===== src/rtl/gbuff_arbiter_pkg.sv =====
// Shared definitions for the global-buffer arbiter and the buffer itself.
// Holds default buffer geometry and the arbiter lock-state encoding.
package gbuff_arbiter_pkg;

  localparam int unsigned GBUF_ADDR_BITS = 8;
  localparam int unsigned GBUF_DATA_BITS = 8;

  typedef enum logic {
    ARB_IDLE,
    ARB_LOCKED
  } arb_state_e;

endpackage


===== src/rtl/gbuff_arbiter_rr_pick.sv =====
// Combinational find-first-set over the valid vector, scanning from ptr_i
// upward with wrap-around; returns the winning index and an any-valid flag.
module rr_pick #(
  parameter  int unsigned NUM_REQ  = 3,
  localparam int unsigned PTR_BITS = $clog2(NUM_REQ)
) (
  input  logic [NUM_REQ-1:0]  valid_i,
  input  logic [PTR_BITS-1:0] ptr_i,
  output logic [PTR_BITS-1:0] idx_o,
  output logic                any_o
);

  int unsigned j;

  always_comb begin
    idx_o = '0;
    any_o = 1'b0;
    j     = 0;
    for (int unsigned i = 0; i < NUM_REQ; i++) begin
      j = (int'(ptr_i) + i) % NUM_REQ;
      if (!any_o && valid_i[j]) begin
        any_o = 1'b1;
        idx_o = j[PTR_BITS-1:0];
      end
    end
  end

endmodule


===== src/rtl/gbuff_arbiter.sv =====
// Round-robin arbiter with bounded burst locking in front of the single-port
// global buffer; routes the registered read data back to the issuing requester.
module gbuff_arbiter
  import gbuff_arbiter_pkg::*;
#(
  parameter int unsigned NUM_REQ   = 3,
  parameter int unsigned ADDR_BITS = GBUF_ADDR_BITS,
  parameter int unsigned DATA_BITS = GBUF_DATA_BITS,
  parameter int unsigned MAX_BURST = 4
) (
  input  logic                           clk,
  input  logic                           rst,
  input  logic [NUM_REQ-1:0]             req_valid,
  input  logic [NUM_REQ-1:0]             req_we,
  input  logic [NUM_REQ*ADDR_BITS-1:0]   req_addr,
  input  logic [NUM_REQ*DATA_BITS-1:0]   req_wdata,
  output logic [NUM_REQ-1:0]             req_ready,
  output logic [NUM_REQ-1:0]             rsp_valid,
  output logic [DATA_BITS-1:0]           rsp_data,
  output logic                           buf_wr_en,
  output logic [ADDR_BITS-1:0]           buf_index,
  output logic [DATA_BITS-1:0]           buf_data_in,
  input  logic [DATA_BITS-1:0]           buf_data_out
);

  localparam int unsigned PTR_BITS = $clog2(NUM_REQ);
  localparam int unsigned CNT_BITS = $clog2(MAX_BURST + 1);

  arb_state_e            state_q;
  logic [PTR_BITS-1:0]   ptr_q;
  logic [PTR_BITS-1:0]   owner_q;
  logic [CNT_BITS-1:0]   cnt_q;
  logic [NUM_REQ-1:0]    rsp_valid_q;
  logic [ADDR_BITS-1:0]  last_addr_q;

  logic [PTR_BITS-1:0]   pick_idx;
  logic                  pick_any;
  logic                  cont;
  logic                  granted;
  logic [PTR_BITS-1:0]   grant_idx;
  logic [ADDR_BITS-1:0]  sel_addr;
  logic [DATA_BITS-1:0]  sel_wdata;

  rr_pick #(.NUM_REQ(NUM_REQ)) u_pick (
    .valid_i (req_valid),
    .ptr_i   (ptr_q),
    .idx_o   (pick_idx),
    .any_o   (pick_any)
  );

  always_comb begin
    cont      = (state_q == ARB_LOCKED) && req_valid[owner_q] &&
                (cnt_q < CNT_BITS'(MAX_BURST));
    grant_idx = cont ? owner_q : pick_idx;
    granted   = cont || pick_any;
    sel_addr  = req_addr[grant_idx*ADDR_BITS +: ADDR_BITS];
    sel_wdata = req_wdata[grant_idx*DATA_BITS +: DATA_BITS];
    req_ready = granted ? (NUM_REQ'(1) << grant_idx) : '0;
    buf_wr_en = granted && req_we[grant_idx];
    // Idle cycles keep the last address so the buffer's dummy read is stable.
    buf_index   = granted ? sel_addr : last_addr_q;
    buf_data_in = sel_wdata;
    rsp_valid   = rsp_valid_q;
    rsp_data    = buf_data_out;
  end

  always_ff @(posedge clk or posedge rst) begin
    if (rst) begin
      state_q     <= ARB_IDLE;
      ptr_q       <= '0;
      owner_q     <= '0;
      cnt_q       <= '0;
      rsp_valid_q <= '0;
      last_addr_q <= '0;
    end else begin
      rsp_valid_q <= (granted && !req_we[grant_idx]) ? req_ready : '0;
      if (granted) last_addr_q <= sel_addr;
      if (cont) begin
        cnt_q <= cnt_q + 1'b1;
      end else if (pick_any) begin
        state_q <= ARB_LOCKED;
        owner_q <= pick_idx;
        cnt_q   <= CNT_BITS'(1);
        ptr_q   <= (pick_idx == PTR_BITS'(NUM_REQ - 1)) ? '0 : pick_idx + 1'b1;
      end else begin
        state_q <= ARB_IDLE;
      end
    end
  end

endmodule


===== config.mk =====
export PLATFORM = sky130hd
export DESIGN_NAME = gbuff_arbiter
export DESIGN_NICKNAME = d
export VERILOG_FILES = /design/src/rtl/gbuff_arbiter_pkg.sv /design/src/rtl/gbuff_arbiter_rr_pick.sv /design/src/rtl/gbuff_arbiter.sv
export SDC_FILE = /design/constraint.sdc
export NUM_CORES = 1
export LEC_CHECK = 0
export ABC_AREA = 0
export CORE_UTILIZATION = 40
export CTS_BUF_LIST = sky130_fd_sc_hd__clkbuf_8
export DETAILED_ROUTE_END_ITERATION = 10
export DONT_BUFFER_PORTS = 1
export PLACE_DENSITY = 0.53
export REMOVE_ABC_BUFFERS = 1
export SYNTH_ARGS = -nofsm -noshare
export SYNTH_HDL_FRONTEND = slang
export SYNTH_HIERARCHICAL = 1
export SYNTH_SLANG_ARGS = --single-unit

===== constraint.sdc =====
create_clock -name clk -period 13.9 [get_ports clk]
set_input_delay 4.17 -clock clk [delete_from_list [all_inputs] [get_ports clk]]
set_output_delay 4.17 -clock clk [all_outputs]
set_load 0.05 [all_outputs]

Yosys cells after proc, flatten, opt, wreduce, memory -nomap -nowiden
Index checks and enable logic that the tools add are counted.
{"block": "classes", "addsub": 4, "n_mul": 0, "n_div": 3, "n_lt_le_gt_ge": 6, "eq_ne": 1, "shifts": 3, "n_mux": 24, "bitwise_logic": 1, "n_reduce_logical": 12}
{"operator": "32-bit by 3-bit less-than comparator with 1-bit output, second input constant", "n": 3}
{"operator": "32-bit by 2-bit remainder unit with 32-bit output, second input constant", "n": 2}
{"operator": "24-bit by 6-bit variable part select with 8-bit output", "n": 2}
{"operator": "2-bit by 2-bit remainder unit with 32-bit output, second input constant", "n": 1}
{"operator": "3-bit two-way mux", "n": 4}
{"operator": "1-bit binary-select mux with 2-bit select", "n": 5}
{"operator": "2-bit two-way mux", "n": 5}
{"operator": "1-bit two-way mux", "n": 9}
{"operator": "8-bit two-way mux", "n": 1}
{"operator": "1-bit logical AND", "n": 6}
{"operator": "2-bit by 3-bit less-than comparator with 1-bit output, second input constant", "n": 2}
{"operator": "2-bit by 1-bit adder with 3-bit output, second input constant", "n": 1}
{"operator": "2-bit by 2-bit adder with 3-bit output, second input constant", "n": 1}
{"operator": "3-bit by 1-bit adder with 3-bit output, second input constant", "n": 1}
{"operator": "1-bit zero test", "n": 3}
{"operator": "3-bit less-than comparator, second input constant", "n": 1}
{"operator": "1-bit by 2-bit left shift with 3-bit output, first input constant", "n": 1}
{"operator": "2-bit by 1-bit adder with 2-bit output, second input constant", "n": 1}
{"operator": "2-bit equality test, second input constant", "n": 1}
{"operator": "2-bit AND reduction", "n": 1}
{"operator": "2-bit nonzero test", "n": 1}
{"operator": "1-bit logical OR", "n": 1}
{"operator": "1-bit inverter", "n": 1}
{"block": "word_totals", "ff_bits": 19, "latch_bits": 0, "mem_bits_rw": 0, "rom_bits": 0, "output_inout_bits": 31, "n_memories": 0}

Logic depth before layout (Yosys ltp)
Gate-level depths: netlist (run 1).
{"block": "logic_depth", "ltp_word": 16, "mapped_depth": 12}

Modules after synthesis
The synthesis (run 1) kept the hierarchy.
{"module": "gbuff_arbiter", "n_inst": 1, "cells_per_inst": 145, "area_per_inst_um2": 1408.9, "seq_area_each_um2": 475.5}
{"module": "rr_pick", "n_inst": 1, "cells_per_inst": 26, "area_per_inst_um2": 200.2, "seq_area_each_um2": 0.0}

Worst setup path after synthesis (run 1)
No wires, ideal clock.
{"block": "synth_path", "path_type": "input -> output", "from": "in req_valid[2]", "to": "out buf_index[0]", "arrival_ns": 6.595, "required_ns": 9.730, "setup_slack_ns": 3.135, "path_stages": 9, "n_path_buf": 1, "cell_sequence": "mux2i_1 -> mux2i_1 -> a21o_1 -> a211oi_1 -> inv_1 -> o32ai_2 -> buf_2 -> a32oi_1 -> a31oi_1"}
{"block": "synth_via", "elab_chain_cells": 12}
{"item": "from (decl)", "line_no": "gbuff_arbiter.sv:13", "source": "input logic [NUM_REQ-1:0] req_valid,"}
{"item": "1-bit binary-select mux with 2-bit select", "line_no": "gbuff_arbiter_rr_pick.sv:21", "source": "if (!any_o && valid_i[j]) begin"}
{"item": "1-bit two-way mux (not written as such)", "line_no": "gbuff_arbiter_rr_pick.sv:21"}
{"item": "1-bit two-way mux", "line_no": "gbuff_arbiter_rr_pick.sv:21"}
{"item": "1-bit zero test", "line_no": "gbuff_arbiter_rr_pick.sv:21"}
{"item": "1-bit logical AND", "line_no": "gbuff_arbiter_rr_pick.sv:21"}
{"item": "1-bit two-way mux", "line_no": "gbuff_arbiter_rr_pick.sv:21"}
{"item": "1-bit zero test", "line_no": "gbuff_arbiter_rr_pick.sv:21"}
{"item": "1-bit logical AND", "line_no": "gbuff_arbiter_rr_pick.sv:21"}
{"item": "2-bit two-way mux *", "line_no": "gbuff_arbiter_rr_pick.sv:21"}
{"item": "via pick_idx[1]", "line_no": "gbuff_arbiter.sv:36", "source": "logic [PTR_BITS-1:0] pick_idx;"}
{"item": "2-bit two-way mux *", "line_no": "gbuff_arbiter.sv:54", "source": "grant_idx = cont ? owner_q : pick_idx;"}
{"item": "24-bit by 6-bit variable part select with 8-bit output *", "line_no": "gbuff_arbiter.sv:56", "source": "sel_addr = req_addr[grant_idx*ADDR_BITS +: ADDR_BITS];"}
{"item": "8-bit two-way mux *", "line_no": "gbuff_arbiter.sv:61", "source": "buf_index = granted ? sel_addr : last_addr_q;"}
{"item": "to (decl)", "line_no": "gbuff_arbiter.sv:21", "source": "output logic [ADDR_BITS-1:0] buf_index,"}
Mark *: on every way through the listed nets, which the timed path passes. The rest lies on a longest branch. The select of a mux whose other input is x is not followed.

Worst setup path after layout (run 1)
{"block": "layout_path", "from": "in req_valid[1]", "to": "out buf_wr_en"}
{"block": "layout_via", "elab_chain_cells": 13}
{"item": "1-bit binary-select mux with 2-bit select", "line_no": "gbuff_arbiter_rr_pick.sv:21"}
{"item": "1-bit two-way mux (not written as such)", "line_no": "gbuff_arbiter_rr_pick.sv:21"}
{"item": "1-bit two-way mux", "line_no": "gbuff_arbiter_rr_pick.sv:21"}
{"item": "1-bit zero test", "line_no": "gbuff_arbiter_rr_pick.sv:21"}
{"item": "1-bit logical AND", "line_no": "gbuff_arbiter_rr_pick.sv:21"}
{"item": "1-bit two-way mux", "line_no": "gbuff_arbiter_rr_pick.sv:21"}
{"item": "1-bit zero test", "line_no": "gbuff_arbiter_rr_pick.sv:21"}
{"item": "1-bit logical AND", "line_no": "gbuff_arbiter_rr_pick.sv:21"}
{"item": "2-bit two-way mux *", "line_no": "gbuff_arbiter_rr_pick.sv:21"}
{"item": "via pick_idx[1]", "line_no": "gbuff_arbiter.sv:36"}
{"item": "2-bit two-way mux *", "line_no": "gbuff_arbiter.sv:54"}
{"item": "1-bit binary-select mux with 2-bit select *", "line_no": "gbuff_arbiter.sv:59", "source": "buf_wr_en = granted && req_we[grant_idx];"}
{"item": "1-bit two-way mux (not written as such) *", "line_no": "gbuff_arbiter.sv:59"}
{"item": "1-bit logical AND *", "line_no": "gbuff_arbiter.sv:59"}
{"item": "to (decl)", "line_no": "gbuff_arbiter.sv:20", "source": "output logic buf_wr_en,"}
Marked as above.

==> run_results.csv, run 1 <==
group,metric,value,unit
status,status,"completed",
final_layout,final_nets,232,
yosys,syn_area_per_cell,9.41,sq um
yosys,synth_commonest_cells,"dfrtp_1 (19), a211oi_1 (9), a31oi_1 (9)",
cts,cts_buffers,3,
cts,h-tree-depth,1,
place,numPortBuffers,0,
place,dpl.hpwl,3.38,mm
floorplan,die_w,65.4,microns
yosys,synth_cells,171,
yosys,synth_most_common_cell,"dfrtp_1",
final_layout,layout-drive-gt1-share,14.7,%
yosys,yosysWarnings,6,
yosys,synth-edff-count,0,
cts,cts-resized-gates,0,
drt,top_layer_used,"met4",
drt,vias_per_cell,6.80,
sta,hold_ws,0.493,ns
sta,fmax,88.4,MHz
cts,cts_setup_buffers,0,
min_path,hold_path_class,"register to register",
cts,clk_pin_slew,0.08,ns
drt,met3_length,499,microns
cts,clock_path_buffers,2,
final_layout,multi_input_area,976,sq um
sta,tns,0,ns
cts,cts-root-buf,"clkbuf_8",
floorplan,fp-row-count,22,
worst_setup_path,rrSetupSlack,10.42,ns
global_routing,grt_pass1_vias,1423,
final_layout,postLayoutCellArea,0.00165,sq mm
floorplan,coreArea,0.00377,sq mm
final_layout,fillerInstances,351,
cts,cts_tree,"yes",
sta,report.final.setup_viol,0,
worst_setup_path,critPathLaunchType,"input port",
yosys,ys_async_sr_fraction,100,%
yosys,seq_area_frac_synth,29.5,%
worst_setup_path,critPathArrivalTime,7.15,ns
floorplan,initial_utilization,42.7,%
place,gp_congestion,0.777,
global_routing,grt.overflow.total,0,
global_routing,grt_pass1_wl,7.13,mm
yosys,synth_cell_types,48,
final_layout,syn_to_final_growth,2.41,%
floorplan,dieArea,0.00428,sq mm
worst_setup_path,critPathMaxFanout,18,
drt,drc,0,
worst_setup_path,end_kind,"output pin",
global_routing,grt_max_degree,20,
drt,avgRoutedWirePerCell,21.2,microns
yosys,ys_seq_elements,19,
job,maxCapViolations,0,
yosys,ys.flop_type,"dfrtp_1",
sta,finalClockSkew,0.00617,ns
worst_setup_path,path_class,"input port to output pin",
floorplan,die_h,65.4,microns
sta,tightest_slew,1.18,ns
yosys,synth_top_area_cell,"dfrtp_1",
sta,slew_headroom,20.9,%
yosys,netlist_area,0.00161,sq mm
sta,drv_slew,0,
drt,wl,4.47,mm
drt,drt_pass1_iterations,4,
sta,hold_violations,0,
cts,clock_sinks,19,
cts,clock_latency,0.26,ns
drt,num_vias,1434,
sta,rsz0062_at_grt,"no",
final_layout,register_area,475,sq um
global_routing,antenna_found_initial,0,
final_layout,n_antenna_cell,0,
drt,dr_wl_met2,2.06,mm
cts,cts_hold_buf,0,
drt,met1_length,1.88,mm
floorplan,pin_count,95,
drt,drt_iter0_markers,57,
place,placed_area,0.00160,sq mm
yosys,yosys.area.top_type_share,29.5,%
yosys,ys_top_cells_by_area,"dfrtp_1 (30%), a221o_1 (5.0%), mux2i_1 (5.0%), a32oi_1 (4.4%), a211oi_1 (4.2%)",
global_routing,grtUsageTotal,21.9,%
sta,period_share,81.4,%
worst_setup_path,cp.required,9.73,ns
drt,ant_nets,0,
sta,min_period,11.32,ns
-- cell type report --
type | instances | area share [%]
Multi-Input combinational cell | 124 | 59.2
Sequential cell | 19 | 28.9
Timing Repair Buffer | 8 | 3.64
Tap cell | 48 | 3.64
Clock buffer | 3 | 2.51
Inverter | 8 | 1.82
Clock inverter | 1 | 0.304
-- per-stage QoR --
step	cells	utilization [%]	worst slack, ns
4_1_cts	211	43.7	2.59
3_3_place_gp	207	42.5	2.81
2_1_floorplan	151	-	3.14
5_1_grt	211	43.7	2.32
3_5_place_dp	207	42.5	2.59
6_report	211	43.7	2.58
-- per-layer routing --
layer,GRT usage (%),vias up
met1,28.7,697
met4,4.08,0
met3,8.85,5
met5,6.94,-
met2,33.2,85
li1,-,647
-- placed cells by master, fill, tap and decap left out, types with 2 or more instances in the layout --
master and instances:
a221o_1 8, dfrtp_1 19, nand2b_1 2, o21ai_1 2, mux2i_1 8, and2_1 3, nand2_1 5, inv_1 7
a21o_1 2, buf_4 8, a21oi_1 3, nor2b_1 2, nor3b_1 2, a32oi_1 8, nor2_1 3, clkbuf_8 3
and3_1 8, o211ai_1 8, a21boi_0 8, nand3b_1 3, mux2_2 5, and4_1 2, a211oi_1 9, ha_1 4
a31oi_1 9, a22o_1 2
-- worst max-delay path: stages --
cell and delay [ns]:
nand2b_1 0.03, mux2i_1 0.36, nor3b_1 0.12, a211oi_1 0.59, inv_1 0.12, o32ai_2 0.60, nand3_1 0.22, a31oi_1 0.93
-- sequential cells by signal, summed over array words and instances (netlist names) --
register     cells
owner_q          2
last_addr_q      8
ptr_q            2
state_q          1
cnt_q            3
rsp_valid        3
-- cells by family (layout without fill, tap and decap cells) --
| group | Yosys count | in the layout | synth area share [%] |
|---|---|---|---|
| flip-flops | 19 | 19 | 29.5 |
| AND/OR/NAND/NOR | 37 | 37 | 14.5 |
| multiplexers | 14 | 14 | 9.41 |
| AO/OA/AOI/OAI | 69 | 69 | 33.6 |
| buffers and inverters | 28 | 20 | 9.80 |
| adder cells (fa/ha/maj) | 4 | 4 | 3.11 |
-- worst paths after layout --
kind                       cells after the start                endpoint            startpoint
max in group asynchronous                      1     state_q$_DFFE_PP0N_                   rst
max reg2reg                                    9  rsp_valid[1]$_DFF_PP0_  ptr_q[0]$_DFFE_PP0P_
max                                            8               buf_wr_en          req_valid[1]
min in group asynchronous                      1  rsp_valid[2]$_DFF_PP0_                   rst
min reg2reg                                    1    cnt_q[0]$_DFFE_PP0N_  cnt_q[0]$_DFFE_PP0N_
min                                            1    cnt_q[0]$_DFFE_PP0N_  cnt_q[0]$_DFFE_PP0N_
Power of run 1 is not shown: default switching activity piles up to over one toggle a cycle in this logic, so the estimate is an artifact.
==> run 2, diff against run 1 <==
clock period = 11.88 ns   (was 13.9 ns; I/O delays follow)
==> run_results.csv, run 2 (synthesis gave the netlist of run 1 again) <==
group,metric,value,unit
status,status,"completed",
cts,cts-root-buf,"clkbuf_8",
sta,fmax,98.6,MHz
worst_setup_path,path_class,"input port to output pin",
global_routing,grt_pass1_vias,1406,
drt,num_vias,1423,
floorplan,dieArea,0.00428,sq mm
sta,hold_ws,0.492,ns
global_routing,grt_pass1_wl,7.15,mm
final_layout,postLayoutCellArea,0.00165,sq mm
place,gp_congestion,0.777,
final_layout,largest_register_ffs,8,
global_routing,grtUsageTotal,22.4,%
worst_setup_path,crit_path_end,"buf_wr_en",
cts,clock_path_buffers,2,
floorplan,initial_utilization,42.7,%
final_layout,final_cell_mix,"dfrtp_1 (19), a211oi_1 (9), a31oi_1 (9)",
sta,min_period,10.14,ns
final_layout,final_common_cell,"dfrtp_1",
drt,wl,4.48,mm
final_layout,syn_to_final_growth,2.41,%
sta,rsz0062_at_grt,"no",
worst_setup_path,critPathLaunchType,"input port",
worst_setup_path,critPathMaxFanout,18,
worst_setup_path,r2r_end,"rsp_valid[1]$_DFF_PP0_",
drt,drt_pass1_iterations,4,
final_layout,n_antenna_cell,0,
sta,finalClockSkew,0.00184,ns
sta,tns,0,ns
final_layout,layout-drive-gt1-share,14.7,%
floorplan,die_w,65.4,microns
cts,cts_buffers,3,
sta,drv_slew,0,
global_routing,antenna_found_initial,0,
sta,slew_headroom,20.7,%
floorplan,die_h,65.4,microns
floorplan,pin_count,95,
floorplan,coreArea,0.00377,sq mm
place,dpl.hpwl,3.39,mm
sta,tightest_slew,1.18,ns
cts,clk_pin_slew,0.07,ns
sta,period_share,85.3,%
worst_setup_path,rr_worst_depth,9,
cts,clock_latency,0.26,ns
min_path,hold_depth,1,
global_routing,grt.overflow.total,0,
global_routing,grt_max_degree,20,
min_path,hold_path_class,"register to register",
worst_setup_path,cp.required,8.32,ns
drt,drc,0,
worst_setup_path,startpoint,"req_valid[1]",
cts,cts_setup_buffers,0,
drt,drt_iter0_markers,46,
place,placed_area,0.00160,sq mm
job,maxCapViolations,0,
cts,h-tree-depth,1,
drt,vias_per_cell,6.74,
final_layout,final_nets,232,
worst_setup_path,end_kind,"output pin",
sta,hold_violations,0,
final_layout,largest_register,"last_addr_q",
drt,avgRoutedWirePerCell,21.2,microns
worst_setup_path,critPathArrivalTime,6.58,ns
worst_setup_path,rrSetupSlack,8.37,ns
place,numPortBuffers,0,
cts,cts_tree,"yes",
cts,cts_hold_buf,0,
floorplan,fp-row-count,22,
cts,clock_sinks,19,
worst_setup_path,r2r-start,"ptr_q[0]$_DFFE_PP0P_",
drt,ant_nets,0,
cts,cts-resized-gates,0,
sta,report.final.setup_viol,0,
run 2: cell counts in the layout (fill, tap and decap cells not counted):
No cell type changed its count.
run 2: worst min path at each step:
stage / slack [ns] / startpoint / to
after detailed placement: 0.48 / cnt_q[0]$_DFFE_PP0N_ / cnt_q[0]$_DFFE_PP0N_
after CTS: 0.49 / cnt_q[0]$_DFFE_PP0N_ / cnt_q[0]$_DFFE_PP0N_
after global placement: 0.47 / cnt_q[0]$_DFFE_PP0N_ / cnt_q[0]$_DFFE_PP0N_
after global routing: 0.53 / cnt_q[0]$_DFFE_PP0N_ / cnt_q[0]$_DFFE_PP0N_
final: 0.49 / cnt_q[0]$_DFFE_PP0N_ / cnt_q[0]$_DFFE_PP0N_
after floorplan: 0.46 / cnt_q[0]$_DFFE_PP0N_ / cnt_q[0]$_DFFE_PP0N_
run 2: area by class of cell:
class                      instances  area, sq um
inverter                           8         30.0
clock buffer                       3         41.3
multi-input combinational        124          976
sequential                        19          475
fill                             349         2120
timing repair buffer               8         60.1
clock inverter                     1         5.00
tap                               48         60.1
run 2: layer usage:
layer,wire length (microns),track usage [%]
met3,493,9.38
met2,2050,33.0
met1,1890,28.4
met4,42,8.15
met5,0,6.94
run 2: metrics by stage:
| step | setup WS, ns | std cells | util (%) |
|---|---|---|---|
| after floorplan | 2.33 | 151 | - |
| after global placement | 2.01 | 207 | 42.5 |
| after detailed placement | 1.79 | 207 | 42.5 |
| after CTS | 1.79 | 211 | 43.7 |
| after global routing | 1.50 | 211 | 43.7 |
| final | 1.74 | 211 | 43.7 |
run 2: critical path, stage by stage:
cell	delay [ns]
nand2b_1	0.03
mux2i_1	0.36
nor3b_1	0.12
a211oi_1	0.60
inv_1	0.12
o32ai_2	0.62
nand3_1	0.22
a31oi_1	0.93
Power of run 2 is left out for the same reason.
